## src/rtl/dlx_pkg.sv

```systemverilog
// Shared DLX integer-pipeline constants, types and small decode helpers.
package dlx_pkg;

  localparam int NREG = 32;
  localparam int W    = 32;
  localparam int SW   = 5;

  typedef logic [W-1:0]    word_t;
  typedef logic [SW-1:0]   sel_t;
  typedef logic [NREG-1:0] regvec_t;

  localparam sel_t ZERO_REG = '0;

  // One-hot decode of a register index.
  function automatic regvec_t dec_n(input sel_t sel);
    regvec_t v;
    v      = '0;
    v[sel] = 1'b1;
    return v;
  endfunction

endpackage

```

## src/rtl/reg_scoreboard.sv

```systemverilog
// Busy scoreboard: one bit per architectural register, set on issue of a
// destination, cleared on its writeback. R0 is never busy.
module reg_scoreboard
  import dlx_pkg::*;
(
  input  logic    clk,
  input  logic    reset_n,
  input  logic    set_en,
  input  sel_t    set_sel,
  input  logic    clr_en,
  input  sel_t    clr_sel,
  output regvec_t busy,
  output regvec_t busy_eff
);

  regvec_t set_vec;
  regvec_t clr_vec;
  regvec_t busy_next;

  // Decode set/clear strobes; a writeback this cycle hides its busy bit.
  always_comb begin
    // NOTE: every always_comb output gets a default first so no latch is inferred.
    set_vec   = '0;
    clr_vec   = '0;
    if (set_en) set_vec = dec_n(set_sel);
    if (clr_en) clr_vec = dec_n(clr_sel);
    busy_eff  = busy & ~clr_vec;
    // Set is applied after clear so a coincident set on the same index wins.
    busy_next = busy_eff | set_vec;
    busy_next[ZERO_REG] = 1'b0;
  end

  // Busy vector register.
  always_ff @(posedge clk or negedge reset_n) begin
    // NOTE: sequential state uses non-blocking assignments only.
    if (!reset_n) busy <= '0;
    else          busy <= busy_next;
  end

endmodule

```

## src/rtl/read_reg.sv

```systemverilog
// Register-file read side: operand read with R0 and writeback bypass,
// RAW/WAW hazard stall against the busy scoreboard, one-deep registered
// output toward EX with valid/ready, and a saturating stall-cycle counter.
module read_reg
  import dlx_pkg::*;
#(
  parameter int CNT_W = 16
) (
  input  logic             clk,
  input  logic             reset_n,
  input  logic             rd_valid,
  output logic             rd_ready,
  input  logic [SW-1:0]    rs1_sel,
  input  logic [SW-1:0]    rs2_sel,
  input  logic             use_rs2,
  input  logic             dest_en,
  input  logic [SW-1:0]    dest_sel,
  input  logic             wb_en,
  input  logic [SW-1:0]    wb_sel,
  input  logic [W-1:0]     wb_data,
  input  logic [W-1:0]     r0,  r1,  r2,  r3,  r4,  r5,  r6,  r7,
  input  logic [W-1:0]     r8,  r9,  r10, r11, r12, r13, r14, r15,
  input  logic [W-1:0]     r16, r17, r18, r19, r20, r21, r22, r23,
  input  logic [W-1:0]     r24, r25, r26, r27, r28, r29, r30, r31,
  output logic             out_valid,
  input  logic             ex_ready,
  output logic [W-1:0]     a_out,
  output logic [W-1:0]     b_out,
  output logic [NREG-1:0]  busy,
  output logic [CNT_W-1:0] stall_cnt
);

  word_t   r_arr [NREG];
  word_t   rs1_val;
  word_t   rs2_val;
  regvec_t busy_eff;
  logic    hazard;
  logic    accept;

  assign r_arr[0]  = r0;  assign r_arr[1]  = r1;  assign r_arr[2]  = r2;  assign r_arr[3]  = r3;
  assign r_arr[4]  = r4;  assign r_arr[5]  = r5;  assign r_arr[6]  = r6;  assign r_arr[7]  = r7;
  assign r_arr[8]  = r8;  assign r_arr[9]  = r9;  assign r_arr[10] = r10; assign r_arr[11] = r11;
  assign r_arr[12] = r12; assign r_arr[13] = r13; assign r_arr[14] = r14; assign r_arr[15] = r15;
  assign r_arr[16] = r16; assign r_arr[17] = r17; assign r_arr[18] = r18; assign r_arr[19] = r19;
  assign r_arr[20] = r20; assign r_arr[21] = r21; assign r_arr[22] = r22; assign r_arr[23] = r23;
  assign r_arr[24] = r24; assign r_arr[25] = r25; assign r_arr[26] = r26; assign r_arr[27] = r27;
  assign r_arr[28] = r28; assign r_arr[29] = r29; assign r_arr[30] = r30; assign r_arr[31] = r31;

  // 32-way read with R0 forced to zero and same-cycle writeback bypass.
  function automatic word_t read_operand(input sel_t  sel,
                                         input word_t reg_val,
                                         input logic  wb_hit,
                                         input word_t wb_val);
    if (sel == ZERO_REG) return '0;
    if (wb_hit)          return wb_val;
    return reg_val;
  endfunction

  reg_scoreboard u_scoreboard (
    .clk      (clk),
    .reset_n  (reset_n),
    .set_en   (accept && dest_en),
    .set_sel  (dest_sel),
    .clr_en   (wb_en),
    .clr_sel  (wb_sel),
    .busy     (busy),
    .busy_eff (busy_eff)
  );

  // Operand read, hazard detection and request acceptance.
  always_comb begin
    rs1_val  = read_operand(rs1_sel, r_arr[rs1_sel], wb_en && (wb_sel == rs1_sel), wb_data);
    rs2_val  = read_operand(rs2_sel, r_arr[rs2_sel], wb_en && (wb_sel == rs2_sel), wb_data);
    hazard   = ((rs1_sel != ZERO_REG) && busy_eff[rs1_sel])
            || (use_rs2 && (rs2_sel != ZERO_REG) && busy_eff[rs2_sel])
            || (dest_en && (dest_sel != ZERO_REG) && busy_eff[dest_sel]);
    rd_ready = !hazard && (!out_valid || ex_ready);
    accept   = rd_valid && rd_ready;
  end

  // One-deep output stage: load on accept, drain on EX handshake, else hold.
  always_ff @(posedge clk or negedge reset_n) begin
    if (!reset_n) begin
      out_valid <= 1'b0;
      a_out     <= '0;
      b_out     <= '0;
    end else if (accept) begin
      out_valid <= 1'b1;
      a_out     <= rs1_val;
      b_out     <= rs2_val;
    end else if (ex_ready) begin
      out_valid <= 1'b0;
    end
  end

  // Saturating count of cycles a valid request is held off by a hazard.
  always_ff @(posedge clk or negedge reset_n) begin
    if (!reset_n)
      stall_cnt <= '0;
    else if (rd_valid && hazard && (stall_cnt != {CNT_W{1'b1}}))
      stall_cnt <= stall_cnt + CNT_W'(1);
  end

endmodule

```

## config.mk

```make
export PLATFORM = sky130hd
export DESIGN_NAME = read_reg
export DESIGN_NICKNAME = d
export VERILOG_FILES = /design/src/rtl/dlx_pkg.sv /design/src/rtl/reg_scoreboard.sv /design/src/rtl/read_reg.sv
export SDC_FILE = /design/constraint.sdc
export NUM_CORES = 1
export LEC_CHECK = 0
export BUFFER_PORTS_ARGS = -buffer_cell sky130_fd_sc_hd__buf_2
export CAP_MARGIN = 5
export CORE_AREA = 2 2 469 471
export DETAILED_ROUTE_END_ITERATION = 10
export DIE_AREA = 0 0 471 473
export GPL_TIMING_DRIVEN = 0
export PLACE_DENSITY = 0.3
export SLEW_MARGIN = 20
export SYNTH_ARGS = -nofsm -noshare
export SYNTH_HDL_FRONTEND = slang
export SYNTH_HIERARCHICAL = 1
export SYNTH_SLANG_ARGS = --single-unit
```

## constraint.sdc

```tcl
create_clock -name clk -period 4.93 [get_ports clk]
set_clock_uncertainty 0.15 [all_clocks]
set_input_delay 1.2325 -clock clk [delete_from_list [all_inputs] [get_ports clk]]
set_output_delay 1.2325 -clock clk [all_outputs]
set_load 0.1 [all_outputs]
```

==> metrics.md, run 1 <==
| Metric | Value |
|---|---|
| Setup TNS | `-408.0 ps` |
| Commonest cells after routing, fill and taps aside | `1,230 x buf_2, 661 x mux4_2, 112 x dfrtp_1` |
| Layout area overhead | `55.23%` |
| Ys Warns | `6` |
| Worst vdd ir | `139.9 uV` |
| Share of layout cells above drive strength 1 | `0.8148` |
| Sequential area share after synthesis | `0.1281` |
| Worst Setup End Kind | `output pin` |
| Pin count of the biggest net entering global routing | `68` |
| Htree depth | `3` |
| Max Clock Freq | `193.8 MHz` |
| WS Path Type | `input pin to output pin` |
| # clock sinks | `112` |
| FF+latch count, synth | `112` |
| Share of the core filled with cells | `0.1556` |
| Worst-margin pin slew | `1092 ps` |
| Post-DRT Antenna Nets | `0` |
| Vias in the first global route | `24,890` |
| Period minus WS final | `5161 ps` |
| Failing checks | `setup timing` |
| Worst min path class | `register to register` |
| Die Y | `~470 um` |
| Reg2Reg Launch Point | `u_scoreboard/busy[11]` |
| Synth Cell Area | `0.02187 mm^2` |
| Final WS setup | `-230.8 ps` |
| DR vias/cell | `about 4.4` |
| Detailed Place HPWL | `roughly 250,000 um` |
| GRT Residual Overflow | `0` |
| Worst rel slew slack | `0.2721` |
| Hold Path Depth | `1` |
| CP max FO | `6` |
| Per-cell routed wire length | `48.52 um` |
| Cells on worst reg2reg path | `11` |
| Clock slew at reported path FFs | `80 ps` |
| Drc violations | `0` |
| Internal reg-to-reg setup slack | `1420 ps` |
| Ys async rst share | `1.000` |
| Synth Area per Inst | `15.29 um^2` |
| CTS Buf Count | `9` |
| Die ar. | `0.2228 mm^2` |
| Ports | `1,197` |
| Post-synth EDFFs | `0` |
| Site row count | `172` |
| WHS Endpoint | `b_out[22]` |
| Routed WL | `between 200,000 and 300,000 um` |
| Nets | `around 3,800` |
| Startpoint types | `input pin` |
| # setup viols final | `3` |
| Tot Pwr | `8.779 mW` |
| Fillers | `24,660` |
| CP Data Arrival Time | `3780 ps` |
| Commonest non-fill, non-tap cell in the layout | `buf_2` |
| Yosys cell types | `48` |
| GRT Total Usage | `0.2396` |
| Status | `complete, but fails checks` |
| 1st-iter DRT viols | `2,624` |
| Max-slew violations | `0` |
| Worst path required time | `3550 ps` |
| PortBufs | `about 1,200` |
| Leakage power | `13.23 nW` |
| R2R Path End | `u_scoreboard/busy[20]` |
| Max Cap Viol | `0` |
| Gpl congestion | `0.8975` |
| CTS tree | `done` |
| Vias | `approximately 25,000` |
| Count of final hold-check violations | `0` |
| Clock Tree Buf Depth | `2` |
| Top_reg_cell synth | `dfrtp_1` |
| Starting Density | `0.1002` |
| Syn Inst Count | `1,431` |
| First-pass GRT wire length | `331,700 um` |
| Core area | `0.2182 mm^2` |
| TritonRoute pass-1 iters | `7` |
| Period Utilization, post-route | `1.047` |
| Hold Crit Start | `b_out[22]` |
| RSZ-0062 raised after global routing | `yes` |
| Initial antenna violation count | `289` |
| Chip Width | `471 um` |
| P per Cell Area | `258.6 mW/mm^2` |
| Worst skew pair latency | `approximately 400 ps` |
| Root buf cell | `clkbuf_16` |
## power breakdown
part           switching [mW]  internal, mW  total, mW  leakage (nW)
sequential              0.217          1.19       1.41          1.38
combinational            4.51          2.06       6.56          11.7
clock                   0.449         0.356      0.806         0.142
## sequential cells by signal (all words and copies together) (netlist names)
signal	flops
out_valid	1
a_out	32
u_scoreboard/busy	31
b_out	32
stall_cnt	16
## per-stage QoR
step / instances / setup WS (ps) / hold slack, ps / area, um^2
final: 5677 / -230.8 / 341.7 / 33960
after global routing: 5620 / -297.2 / 366.8 / 33810
after CTS: 5563 / -322.0 / 349.1 / 33500
after detailed placement: 5540 / -2047 / 332.0 / 32750
after global placement: 5492 / -3475 / 321.0 / 31450
after floorplan: 1432 / -84.86 / 786.9 / 21910
## routing by layer
metal  wire [um]  up-vias  share of wire  GRT usage
li1            -     9253              -          -
met1      114800    13530           0.42     0.3042
met2      127400     1847           0.46     0.3884
met3       23650      436          0.086    0.07431
met4        8880      128          0.032    0.06935
met5         793        -         0.0029          0
## how the worst max path moves through the flow
| stage | startpoint | endpoint | cells after the start |
|---|---|---|---|
| 4_1_cts | wb_sel[0] | rd_ready | 11 |
| 3_3_place_gp | rs1_sel[4] | a_out[21] | 8 |
| 6_report | wb_sel[1] | rd_ready | 11 |
| 3_5_place_dp | rs2_sel[0] | b_out[22] | 11 |
| 2_1_floorplan | wb_sel[1] | rd_ready | 9 |
| 5_1_grt | wb_sel[0] | rd_ready | 12 |
## worst max-delay path: stages
cell     delay [ps]
buf_6           120
or3b_4          380
buf_8           150
o21a_4          210
mux4_2          460
mux2_4          300
a221o_1         360
nand3_4         130
nand3_4          90
nor2b_4         160
buf_12          190
## cell usage after synthesis (2+ instances only)
cell      count  share of area
nand2b_1      4         0.0011
mux2_1       15         0.0077
a311oi_1      2        0.00080
nand4_1       7         0.0020
or3_1         2        0.00057
nor4_1        3        0.00086
buf_2        43         0.0098
nand2_1      15         0.0026
mux4_2      661           0.68
nor2b_1       3        0.00086
mux2_4       49          0.034
inv_1         5        0.00086
buf_4         3         0.0010
clkbuf_1    100          0.017
o21bai_1     31          0.011
nor4b_1       2        0.00080
mux2_2        4         0.0021
o21ai_0       2        0.00046
xor2_1        9         0.0036
dfrtp_1     112           0.13
mux2i_1       8         0.0037
o311ai_0      2        0.00080
a31oi_1       2        0.00057
and3_1        6         0.0017
o22ai_1      64          0.018
nor3_1       69          0.016
or4_1         2        0.00069
o21a_1       31          0.011
nand3b_1     11         0.0038
or3b_1        5         0.0020
or3b_2        3         0.0012
xnor2_1      16         0.0064
buf_1        36         0.0062
nor2_1       71          0.012
buf_6         5         0.0026
nand3_1      16         0.0037
## final cells by class
class | instances | area (um^2) | area share
tap | 2871 | 3592 | 0.1058
buffer | 186 | 1086 | 0.03198
inverter | 6 | 22.52 | 0.0006633
sequential | 112 | 2803 | 0.08254
clock inverter | 7 | 66.31 | 0.001953
antenna | 111 | 277.8 | 0.008180
multi-input combinational | 1127 | 18660 | 0.5496
clock buffer | 9 | 225.2 | 0.006633
timing repair buffer | 1248 | 7221 | 0.2127
## logic make-up after synthesis
| family | after synthesis | share of synthesized area |
|---|---|---|
| buf+inv | 193 | 0.03781 |
| mux | 737 | 0.7276 |
| flops | 112 | 0.1281 |
| simple gates | 223 | 0.05142 |
| fa+ha+maj | 1 | 0.0005719 |
| xor+xnor | 25 | 0.01001 |
| other cells | 1 | 0.0001714 |
| compound gates | 139 | 0.04427 |
## repair_timing
action,4_1_cts,5_1_grt
gates resized for setup,110,35
gates cloned,0,0
buffers inserted,8,3
hold buffers,0,0
pin swaps,3,7
setup endpoints to repair,65,29
Power figures use the tool's default switching activity.
==> inputs of run 2 (changes only) <==
Settings changed: BUFFER_PORTS_ARGS -buffer_cell sky130_fd_sc_hd__buf_2 to unset, CORE_AREA 2 2 469 471 to 2 2 462 464, DIE_AREA 0 0 471 473 to 0 0 464 466, DONT_BUFFER_PORTS set to 1.
==> run 2 against run 1 <==
Against the previous run:
- the run still ends with setup timing left
- routed wire length fell by 1.1%
- register-to-register slack got worse by 870 ps
- die area fell by 2.9%
- final area decreased by 18%
- sequential share of layout area rose by 1.8 points
- maximum frequency is 2.1% lower
- power fell by 10%
- setup slack got worse by 110 ps
- first-iteration DRC count up 7.5%
- core utilization shrank 2.3 points
- highest routed layer unchanged
==> metrics.md, run 2 (same netlist as run 1, synthesis figures left out) <==
| Metric | Value |
|---|---|
| WS Path Type | `input pin to output pin` |
| Chip Width | `464 um` |
| Status | `complete, but fails checks` |
| CP max FO | `7` |
| Ports | `1,197` |
| Final WS setup | `-342.3 ps` |
| Regs by FF count | `a_out x32, b_out x32, u_scoreboard/busy x31` |
| Share of layout cells above drive strength 1 | `0.6687` |
| Routed WL | `272,500 um` |
| CTS Buf Count | `9` |
| Period minus WS final | `5272 ps` |
| Commonest cells after routing, fill and taps aside | `661 x mux4_2, 111 x dfrtp_1, 70 x nor2_1` |
| GRT Residual Overflow | `0` |
| Leakage power | `8.467 nW` |
| Detailed Place HPWL | `242,800 um` |
| Worst vdd ir | `431.1 uV` |
| Core area | `around 0.21 mm^2` |
| Root buf cell | `clkbuf_16` |
| CTS tree | `done` |
| Htree depth | `3` |
| Count of final hold-check violations | `0` |
| Max Cap Viol | `0` |
| Startpoint types | `input pin` |
| RSZ-0062 raised after global routing | `yes` |
| Die Y | `466 um` |
| Crit-path most repeated cell | `nand3_4` |
| GRT Total Usage | `0.2434` |
| DR vias/cell | `4.707` |
| Hold_buf cts | `0` |
| Vias | `around 21,000` |
| Critical Path Max Stage Delay | `530 ps` |
| Share of the core filled with cells | `0.1324` |
| Period Utilization, post-route | `1.069` |
| # setup viols final | `2` |
| Pin count of the biggest net entering global routing | `113` |
| Failing checks | `setup timing` |
| Max-slew violations | `0` |
| Layout area overhead | `27.83%` |
| CP delay by family, top | `simple AND/OR/NAND/NOR gates` |
| CP Data Arrival Time | `3890 ps` |
| Crit path buf inv count | `1` |
| Crit-path cells | `or3b_4, buf_8, o21a_4, mux4_2, mux2_4, a221o_1, nand3_4, nand3_4, nor2b_4` |
| Commonest non-fill, non-tap cell in the layout | `mux4_2` |
| # clock sinks | `112` |
| Nets | `2,579` |
| Worst min path class | `input pin to asynchronous set/reset pin` |
| Per-cell routed wire length | `roughly 61 um` |
| Crit-path slowest cell | `nor2b_4` |
| Site row count | `169` |
| Starting Density | `0.1036` |
| Clock Tree Buf Depth | `2` |
| TritonRoute pass-1 iters | `5` |
| P per Cell Area | `281.7 mW/mm^2` |
| Worst rel slew slack | `0.1744` |
| Vias in the first global route | `19,920` |
| Fillers | `23,660` |
| Worst Setup End Kind | `output pin` |
| Post-DRT Antenna Nets | `0` |
| Clock slew at reported path FFs | `100 ps` |
| Gpl congestion | `0.9839` |
| PortBufs | `0` |
| First-pass GRT wire length | `320,200 um` |
| Worst path required time | `around 3600 ps` |
| 1st-iter DRT viols | `2,820` |
| Initial antenna violation count | `216` |
| Worst skew pair latency | `430 ps` |
| Worst-margin pin slew | `1238 ps` |
| Tot Pwr | `slightly below 8 mW` |
| Max Clock Freq | `between 150 and 200 MHz` |
| Drc violations | `0` |
| Die ar. | `around 0.22 mm^2` |
run 2: cell types whose count changed in the layout (fill, tap and decap cells not counted), sizes merged:
cell	previous run	this run
inv	8	7
diode	111	165
clkinv	4	6
clkinvlp	1	0
clkbuf	108	112
buf	1334	135
run 2: routing by layer:
| layer | up-vias | track usage | share of wire | wire [um] |
|---|---|---|---|---|
| li1 | 6921 | - | - | - |
| met1 | 11640 | 0.2830 | 0.37 | 101200 |
| met2 | 1937 | 0.3923 | 0.46 | 126500 |
| met3 | 484 | 0.1189 | 0.13 | 34830 |
| met4 | 136 | 0.07403 | 0.033 | 8990 |
| met5 | - | 0 | 0.0035 | 941 |
run 2: path summary, 6_finish.rpt:
| check | startpoint | slack (ps) | end | depth (start not counted) |
|---|---|---|---|---|
| hold / removal | reset_n | 330 | b_out[27] | 0 |
| setup / recovery | wb_sel[1] | -340 | rd_ready | 9 |
| hold reg to reg | b_out[10] | 880 | b_out[10] | 1 |
| max in group asynchronous | reset_n | 4010 | stall_cnt[12] | 0 |
| min in group clk | ex_ready | 860 | out_valid | 2 |
| setup reg to reg | u_scoreboard/busy[9] | 550 | u_scoreboard/busy[20] | 10 |
run 2: what timing repair did:
item                                    in CTS  in global routing
endpoints found under the setup margin      78                 32
buffers inserted                             5                  1
pin swaps                                    0                  2
resized for setup                           96                 28
endpoints found under the hold margin        0                  0
run 2: where the power goes:
group / total, mW / internal (mW) / leakage, nW / switching, mW
clock: 0.856 / 0.365 / 0.151 / 0.491
sequential: 3.64 / 1.14 / 1.38 / 2.50
combinational: 3.38 / 1.57 / 6.93 / 1.81
run 2: final cells by class:
| type | instances | area [um^2] | area share |
|---|---|---|---|
| Clock buffer | 9 | 225.2 | 0.008054 |
| Timing Repair Buffer | 53 | 1139 | 0.04072 |
| Clock inverter | 7 | 86.33 | 0.003088 |
| Tap cell | 2821 | 3530 | 0.1262 |
| Buffer | 186 | 1082 | 0.03871 |
| Inverter | 6 | 22.52 | 0.0008054 |
| Multi-Input combinational cell | 1127 | 18660 | 0.6674 |
| Sequential cell | 112 | 2804 | 0.1003 |
| Antenna cell | 165 | 412.9 | 0.01477 |
run 2: worst register-to-register path, delay by kind of cell (launching register included):
family             cells  cell delay [ps]
AOI/OAI and AO/OA      3              920
muxes                  2              770
and+or+nand+nor        5             1680
DFF                    1              770
run 2: per-stage QoR:
| step | cell area [um^2] | TNS (ps) | cells | hold slack, ps | worst slack [ps] |
|---|---|---|---|---|---|
| CTS | 27460 | -346.8 | 4320 | 314.3 | -346.8 |
| floorplan | 21910 | -84.86 | 1432 | 786.9 | -84.86 |
| finish | 27960 | -372.9 | 4486 | 333.0 | -342.3 |
| global placement | 25440 | -204890 | 4253 | 798.3 | -3214 |
| detailed placement | 26730 | -99870 | 4300 | 799.3 | -1954 |
| global route | 27720 | -402.0 | 4391 | 310.3 | -394.0 |
==> inputs of run 3 (changes only) <==
Settings changed: BUFFER_PORTS_ARGS set to -buffer_cell sky130_fd_sc_hd__buf_2, CORE_AREA 2 2 462 464 to 2 2 469 471, DIE_AREA 0 0 464 466 to 0 0 471 473, DONT_BUFFER_PORTS 1 to unset, SLEW_MARGIN 20 to unset.
==> run 3 against run 2 <==
Against the previous run:
- largest cell class unchanged
- final area is 20% higher
- register-to-register slack gained 800 ps
- highest routed layer unchanged
- global-route usage decreased by 0.41 points
- the run still ends with setup timing left
- via count rose by 20%
==> metrics.md, run 3 (same netlist as run 1, synthesis figures left out) <==
| Metric | Value |
|---|---|
| Status | `complete, but fails checks` |
| Failing checks | `setup timing` |
| WHS Endpoint | `b_out[22]` |
| # clock sinks | `between 100 and 150` |
| Root buf cell | `clkbuf_16` |
| Worst vdd ir | `around 160 uV` |
| Hold_buf cts | `0` |
| First-pass GRT wire length | `approximately 330,000 um` |
| Die ar. | `0.2228 mm^2` |
| # setup viols final | `2` |
| Reg2Reg Launch Point | `u_scoreboard/busy[17]` |
| Site row count | `172` |
| Per-cell routed wire length | `just under 50 um` |
| Initial antenna violation count | `285` |
| Worst min path class | `register to register` |
| Startpoint types | `input pin` |
| CTS Buf Count | `9` |
| Clock Tree Buf Depth | `2` |
| CP max FO | `10` |
| Critical Path Max Stage Delay | `470 ps` |
| Gpl congestion | `0.8975` |
| GRT Residual Overflow | `0` |
| Post-DRT Antenna Nets | `0` |
| Dpl ws | `-2558 ps` |
| Internal reg-to-reg setup slack | `between 1000 and 1500 ps` |
| Hold Crit Start | `b_out[22]` |
| PortBufs | `around 1,200` |
| Max Cap Viol | `0` |
| CP Data Arrival Time | `3810 ps` |
| Routed WL | `about 280,000 um` |
| Worst rel slew slack | `0.2592` |
| Core area | `0.2182 mm^2` |
| 1st-iter DRT viols | `2,571` |
| DR vias/cell | `~4.5` |
| Vias | `25,300` |
| CTS tree | `done` |
| Worst path required time | `3550 ps` |
| Clock slew at reported path FFs | `approximately 80 ps` |
| Final WS setup | `-266.6 ps` |
| Worst skew pair latency | `420 ps` |
| Starting Density | `0.1002` |
| Commonest non-fill, non-tap cell in the layout | `buf_2` |
| RSZ-0062 raised after global routing | `yes` |
| Max-slew violations | `0` |
| R2R Path End | `stall_cnt[8]` |
| Setup TNS | `-279.6 ps` |
| Pin count of the biggest net entering global routing | `68` |
| Crit-path cells | `clkbuf_4, or3b_4, o21a_2, mux4_2, mux2_4, a221o_1, nand3_4, nand3_4, nor2b_4, buf_12` |
| Crit-path most repeated cell | `nand3_4` |
| P per Cell Area | `between 200 and 300 mW/mm^2` |
| Count of final hold-check violations | `0` |
| Htree depth | `3` |
| Vias in the first global route | `24,750` |
| Period minus WS final | `5197 ps` |
| Die Y | `between 400 and 500 um` |
| Drc violations | `0` |
| Hold Path Depth | `1` |
| Regs by FF count | `a_out x32, b_out x32, u_scoreboard/busy x31` |
| Cells on worst reg2reg path | `11` |
| Fin Hold WS | `340.5 ps` |
| Share of layout cells above drive strength 1 | `0.8126` |
| Period Utilization, post-route | `1.054` |
| Ports | `1,197` |
| Commonest cells after routing, fill and taps aside | `1,217 x buf_2, 661 x mux4_2, 112 x dfrtp_1` |
| Leakage power | `~13 nW` |
| Share of the core filled with cells | `0.1533` |
| Max Clock Freq | `192.4 MHz` |
| Crit-path slowest cell | `mux4_2` |
| Worst-margin pin slew | `approximately 1100 ps` |
| WS Path Type | `input pin to output pin` |
| Worst Setup End Kind | `output pin` |
| Layout area overhead | `52.89%` |
| Detailed Place HPWL | `243,300 um` |
| GRT Total Usage | `0.2393` |
| TritonRoute pass-1 iters | `7` |
| Nets | `3,752` |
| Chip Width | `471 um` |
run 3: worst max-delay path by stage:
stage                     from         to  slack, ps
floorplan            wb_sel[1]   rd_ready        -80
global placement    rs1_sel[4]  a_out[21]      -3470
detailed placement  rs2_sel[0]  b_out[24]      -2560
CTS                  wb_sel[0]   rd_ready       -320
global route         wb_sel[0]   rd_ready       -310
finish               wb_sel[4]   rd_ready       -270
run 3: area by class of cell:
cell class                      instances  area [um^2]
Antenna cell                          113        282.8
Buffer                                186         1124
Clock buffer                            9        225.2
Clock inverter                          7        61.31
Fill cell                           24720       184800
Inverter                                6        22.52
Multi-Input combinational cell       1127        18680
Sequential cell                       112         2803
Tap cell                             2871         3592
Timing Repair Buffer                 1226         6655
run 3: critical path, delay by kind of cell:
family / cells / cell delay (ps)
simple gates: 4 / 810
buf+inv: 2 / 400
mux: 2 / 760
compound gates: 2 / 610
run 3: layer usage:
layer	part of all wire	vias to the layer above	GRT usage	routed length, um
li1	-	9218	-	-
met1	0.41	13610	0.3037	113400
met2	0.46	1880	0.3887	127100
met3	0.091	458	0.07583	25210
met4	0.033	130	0.06594	9159
met5	0.0030	-	0	839
run 3: metrics by stage:
stage,instances,power [mW],area (um^2)
after detailed placement,5520,7.861,32110
after floorplan,1432,5.268,21910
final,5657,8.743,33440
after CTS,5543,8.800,33010
after global placement,5492,7.796,31450
after global routing,5602,8.985,33310
run 3: what timing repair did:
item                                    4_1_cts  5_1_grt
pin swaps                                     3        3
hold endpoints to repair                      0        0
endpoints found under the setup margin       65       27
gates resized for setup                     175       38
buffers inserted                              8        1
run 3: power breakdown:
part / internal (mW) / switching [mW]
Combinational: 2.01 / 4.49
Clock: 0.356 / 0.467
Sequential: 1.19 / 0.220
Total: 3.56 / 5.18
